### config.mk
export PLATFORM = sky130hd
export DESIGN_NAME = logic_oracle_responder
export DESIGN_NICKNAME = d
export VERILOG_FILES = /design/src/rtl/logic_oracle_responder.sv
export SDC_FILE = /design/constraint.sdc
export NUM_CORES = 1
export LEC_CHECK = 0
export ABC_AREA = 1
export BUFFER_PORTS_ARGS = -buffer_cell sky130_fd_sc_hd__buf_2
export CAP_MARGIN = 30
export CORE_MARGIN = 4
export CORE_UTILIZATION = 30
export DETAILED_ROUTE_END_ITERATION = 8
export HOLD_SLACK_MARGIN = 0.15
export PLACE_DENSITY = 0.44
export SLEW_MARGIN = 20
export SYNTH_ARGS = -nofsm -noshare
export SYNTH_HDL_FRONTEND = slang
export SYNTH_SLANG_ARGS = --single-unit
### constraint.sdc
create_clock -name clk -period 3.6 [get_ports clk]
set_input_delay 0.36 -clock clk [delete_from_list [all_inputs] [get_ports clk]]
set_output_delay 0.36 -clock clk [all_outputs]
set_load 0.05 [all_outputs]
### src/rtl/logic_oracle_responder.sv
// Synthesizable logic-oracle responder: answers CPU requests from a loadable
// result table after a programmable latency and keeps hit/miss/abort statistics.
module logic_oracle_responder #(
  parameter int          TABLE_DEPTH  = 16,
  parameter logic [31:0] DEFAULT_DATA = 32'hABCD1234,
  parameter int          CNT_W        = 16,
  localparam int         IDX_W        = $clog2(TABLE_DEPTH)
) (
  input  logic             clk,
  input  logic             rst_n,
  input  logic             logic_req,
  input  logic [31:0]      logic_addr,
  output logic             logic_ack,
  output logic [31:0]      logic_data,
  input  logic             cfg_we,
  input  logic [IDX_W-1:0] cfg_addr,
  input  logic [31:0]      cfg_wdata,
  input  logic             cfg_clear,
  input  logic [7:0]       cfg_latency,
  output logic             busy,
  output logic [CNT_W-1:0] hit_count,
  output logic [CNT_W-1:0] miss_count,
  output logic [CNT_W-1:0] abort_count
);

  typedef enum logic [1:0] {S_IDLE, S_WAIT, S_ACK, S_HOLD} state_t;

  state_t                 r_state;
  logic [31:0]            r_table [TABLE_DEPTH];
  logic [TABLE_DEPTH-1:0] r_valid;
  logic [7:0]             r_cnt;
  logic [31:0]            r_result;
  logic                   r_is_hit;
  logic                   r_ack;
  logic [31:0]            r_data;
  logic [CNT_W-1:0]       r_hit_cnt, r_miss_cnt, r_abort_cnt;

  logic [IDX_W-1:0]       w_idx;
  logic                   w_hit;
  logic [TABLE_DEPTH-1:0] w_valid_nxt;

  function automatic logic [CNT_W-1:0] sat_inc(input logic [CNT_W-1:0] v);
    return (&v) ? v : v + 1'b1;
  endfunction

  assign w_idx = logic_addr[IDX_W+1:2];
  assign w_hit = (logic_addr[31:IDX_W+2] == '0) && (logic_addr[1:0] == 2'b00) && r_valid[w_idx];

  // Clear first, then a same-cycle write re-validates its own entry.
  always_comb begin
    w_valid_nxt = cfg_clear ? '0 : r_valid;
    if (cfg_we) w_valid_nxt[cfg_addr] = 1'b1;
  end

  // Table data is deliberately left out of reset; only valid bits clear.
  always_ff @(posedge clk) begin
    if (cfg_we) r_table[cfg_addr] <= cfg_wdata;
  end

  always_ff @(posedge clk) begin
    if (!rst_n) r_valid <= '0;
    else        r_valid <= w_valid_nxt;
  end

  always_ff @(posedge clk) begin
    if (!rst_n) begin
      r_state     <= S_IDLE;
      r_cnt       <= '0;
      r_result    <= '0;
      r_is_hit    <= 1'b0;
      r_ack       <= 1'b0;
      r_data      <= '0;
      r_hit_cnt   <= '0;
      r_miss_cnt  <= '0;
      r_abort_cnt <= '0;
    end else begin
      r_ack <= 1'b0;
      case (r_state)
        S_IDLE: begin
          // Capture uses pre-write table/valid contents (read-before-write).
          if (logic_req) begin
            r_result <= w_hit ? r_table[w_idx] : DEFAULT_DATA;
            r_is_hit <= w_hit;
            r_cnt    <= cfg_latency;
            r_state  <= (cfg_latency == 8'd0) ? S_ACK : S_WAIT;
          end
        end
        S_WAIT: begin
          r_cnt <= r_cnt - 8'd1;
          if (!logic_req) begin
            r_state     <= S_IDLE;
            r_abort_cnt <= sat_inc(r_abort_cnt);
          end else if (r_cnt == 8'd1) begin
            r_state <= S_ACK;
          end
        end
        S_ACK: begin
          r_ack   <= 1'b1;
          r_data  <= r_result;
          r_state <= S_HOLD;
          if (r_is_hit) r_hit_cnt  <= sat_inc(r_hit_cnt);
          else          r_miss_cnt <= sat_inc(r_miss_cnt);
        end
        S_HOLD: begin
          if (!logic_req) r_state <= S_IDLE;
        end
        default: r_state <= S_IDLE;
      endcase
    end
  end

  assign logic_ack   = r_ack;
  assign logic_data  = r_data;
  assign busy        = (r_state != S_IDLE);
  assign hit_count   = r_hit_cnt;
  assign miss_count  = r_miss_cnt;
  assign abort_count = r_abort_cnt;

endmodule

==> results.json <==
{
  "max_cap_viol_count": 0,
  "leakagePower_nw": 11.45,
  "status": "complete, no violations",
  "fp.coreArea_um2": 88240,
  "avgSynthCellArea_um2": 10.54,
  "r2r_slack_ps": 1120,
  "ctsLongestPathBuffers": 3,
  "setup_tns_ps": 0,
  "pre_cts_ws_ps": 717.2,
  "fin_crit_sh_pct": 68.99,
  "die_area_um2": 93720,
  "avgViaCountPerCell": 4.803,
  "finalPower_w": 0.01740,
  "grt_pass1_wl_um": 118000,
  "clock-root-buffer": "clkbuf_16",
  "min_path_cells": 5,
  "slew_violations": 0,
  "hpwlAfterDp_um": 43110,
  "crit_fanout": 18,
  "required_ps": 4100,
  "wl_per_cell_um": 20.00,
  "die_y_um": 306.1,
  "routabilityCongestion": 0.8189,
  "skew_ps": 20.13,
  "vias": 18896,
  "fillCellCount": 8793,
  "hold_violations": 0,
  "crit_path_start_kind": "flop",
  "synthAdderAreaFrac_pct": 0.2346,
  "worst_ep_arrival_time_ps": 2980,
  "final_common_cell": "nand2_1",
  "clkTransAtPathRegs_ps": 60,
  "synth-compound-area-share_pct": 7.169,
  "die_w_um": 306.1,
  "first_pass_iters": 5,
  "max_slew_margin_pct": 37.26,
  "syn_area_um2": 26670,
  "synthCells": 2529,
  "regArea_um2": 18180,
  "synthToLayoutAreaGrowth_pct": 18.75,
  "worst_setup_path_end_kind": "flop",
  "fin_util_pct": 35.89,
  "htreeDepth": 3,
  "first_iter_violations": 1465,
  "synthXorXnorAreaFrac_pct": 0.6240,
  "drc": 0,
  "synthSimpleGateAreaFrac_pct": 19.46,
  "layout_setup_ws_ps": 1116,
  "synth_top_family_by_area": "simple AND/OR/NAND/NOR gates",
  "clock.fmax_ghz": 0.4026,
  "power_density_nw_per_um2": 549.3,
  "reg2regPathDepth": 11,
  "drive_above_1_share_pct": 13.01,
  "row_count": 109,
  "grt_pass1_vias": 18364,
  "setup_violations": 0,
  "r2r-start": "r_state[1]",
  "tightest_slew_ps": 941.0,
  "grt_usage_pct": 16.38,
  "multi_input_area_um2": 7451,
  "p_int_w": 0.01328,
  "seqPwrFrac_pct": 48.2,
  "peakVddDrop_uv": 364.9,
  "cts.sinks": 652,
  "port_buffers": 162,
  "worstSetupPathType": "flop to flop",
  "synth_mux_area_share_pct": 0,
  "antenna_left": 0,
  "synth-seq-cells": 652,
  "pin_count": 163,
  "pwr-share-comb_pct": 7.7,
  "grt_max_degree": 148,
  "p_clk_share_pct": 44.1,
  "r2r_end": "r_result[27]",
  "final_nets": 2794,
  "switching_share_pct": 23.67,
  "clock_latency_ps": 610,
  "synth_cell_types": 36,
  "min_path_type": "input port to flop",
  "cts_inserted_buffers": 74,
  "grt.overflow.total": 0,
  "grt_setup_unrepaired": "no",
  "p_sw_w": 0.004117,
  "cts_tree": "done",
  "ys_seq_area_share_pct": 68.16,
  "antenna_found_initial": 2,
  "initial_core_util_pct": 30.22,
  "cts_setup_buffers": 0,
  "fin_crit_ps": 2484,
  "syn_nets": 2615,
  "yosysWarnings": 0,
  "hp-start": "logic_req",
  "drt-total-wl_um": 78700,
  "whs_endpoint": "r_state[0]",
  "layout_common_cells": "nand2_1, edfxtp_1, nand3_1"
}
==> state kept, by name, summed over array words and instances, names as in the netlist <==
signal / cells
r_cnt: 8
abort_count: 16
logic_data: 32
r_result: 32
miss_count: 16
r_table: 512
r_is_hit: 1
hit_count: 16
logic_ack: 1
r_state: 2
r_valid: 16
==> power by group through the flow <==
stage / Combinational (W) / Sequential [W] / Clock, W
6_report: 0.00133 / 0.00839 / 0.00768
5_1_grt: 0.00148 / 0.00840 / 0.00819
4_1_cts: 0.00135 / 0.00839 / 0.00788
3_5_place_dp: 0.00131 / 0.00854 / 0
3_3_place_gp: 0.00130 / 0.00854 / 0
2_1_floorplan: 0.000677 / 0.00867 / 0
==> worst max path at each step <==
stage	from	end	depth (start not counted)
final	r_state[1]	r_result[27]	11
after global routing	r_state[1]	r_result[27]	11
after CTS	r_state[1]	r_result[22]	11
after detailed placement	logic_addr[2]	r_result[20]	11
after global placement	logic_addr[2]	r_result[29]	9
after floorplan	cfg_we	r_table[11][0]	4
==> through the flow <==
stage / hold WS, ps / cells / cell area, µm²
floorplan: 445.4 / 2529 / 26670
global placement: 460.0 / 3754 / 28730
detailed placement: 457.6 / 3756 / 28780
CTS: 159.9 / 3933 / 31660
global route: 204.6 / 3934 / 31670
finish: 192.6 / 3934 / 31670
==> repair_timing <==
action / CTS / global route
gates resized for setup: 0 / 0
hold buffers: 41 / 0
hold endpoints to repair: 511 / 0
==> Yosys cell counts (all sizes together) <==
library cell | number | area share [%]
o21bai | 1 | 0.028
and2 | 17 | 0.40
nor4 | 2 | 0.047
clkinv | 1 | 0.014
ha | 5 | 0.23
clkbuf | 60 | 0.84
a21oi | 114 | 2.1
xor2 | 12 | 0.39
o22ai | 1 | 0.023
a22oi | 1 | 0.028
o211ai | 23 | 0.65
or2 | 2 | 0.047
nand3 | 304 | 5.7
xnor2 | 7 | 0.23
a31oi | 2 | 0.047
a221oi | 1 | 0.033
nand4 | 13 | 0.30
o21ai | 225 | 4.2
dfxtp | 140 | 11
inv | 116 | 1.7
nor2 | 319 | 4.7
nor3 | 18 | 0.36
edfxtp | 512 | 58
nand2 | 551 | 7.9
buf | 82 | 1.8
==> metal layers <==
layer  part of all wire (%)  track usage, %  up-vias
met5                  0.017               0        -
li1                       -               -     9070
met2                     46           26.59      496
met3                    5.0           2.438       96
met1                     47           23.21     9232
met4                    1.7           3.925        2
==> critical path, cell delays in order (launching register included) <==
cell and delay (ps):
dfxtp_1 390, nor2_4 190, nand2_2 70, nor2_1 80
nand2_1 60, nor2_1 380, nand2_1 170, nor2_4 470
buf_4 330, inv_2 70, nor2_1 110, nor2_1 40
==> kinds of logic after synthesis <==
logic type      after synthesis
xor+xnor                     19
buf+inv                     259
fa+ha+maj                     5
simple gates               1226
flops                       652
compound gates              368
==> cell type report <==
cell class	instances	area share (%)
antenna	1	0.007902
sequential	652	57.40
clock buffer	92	6.191
inverter	117	1.418
tap	1165	4.603
clock inverter	44	1.620
timing repair buffer	245	5.227
multi-input combinational	1618	23.53
Note: power is estimated with default switching activity, not from simulation.
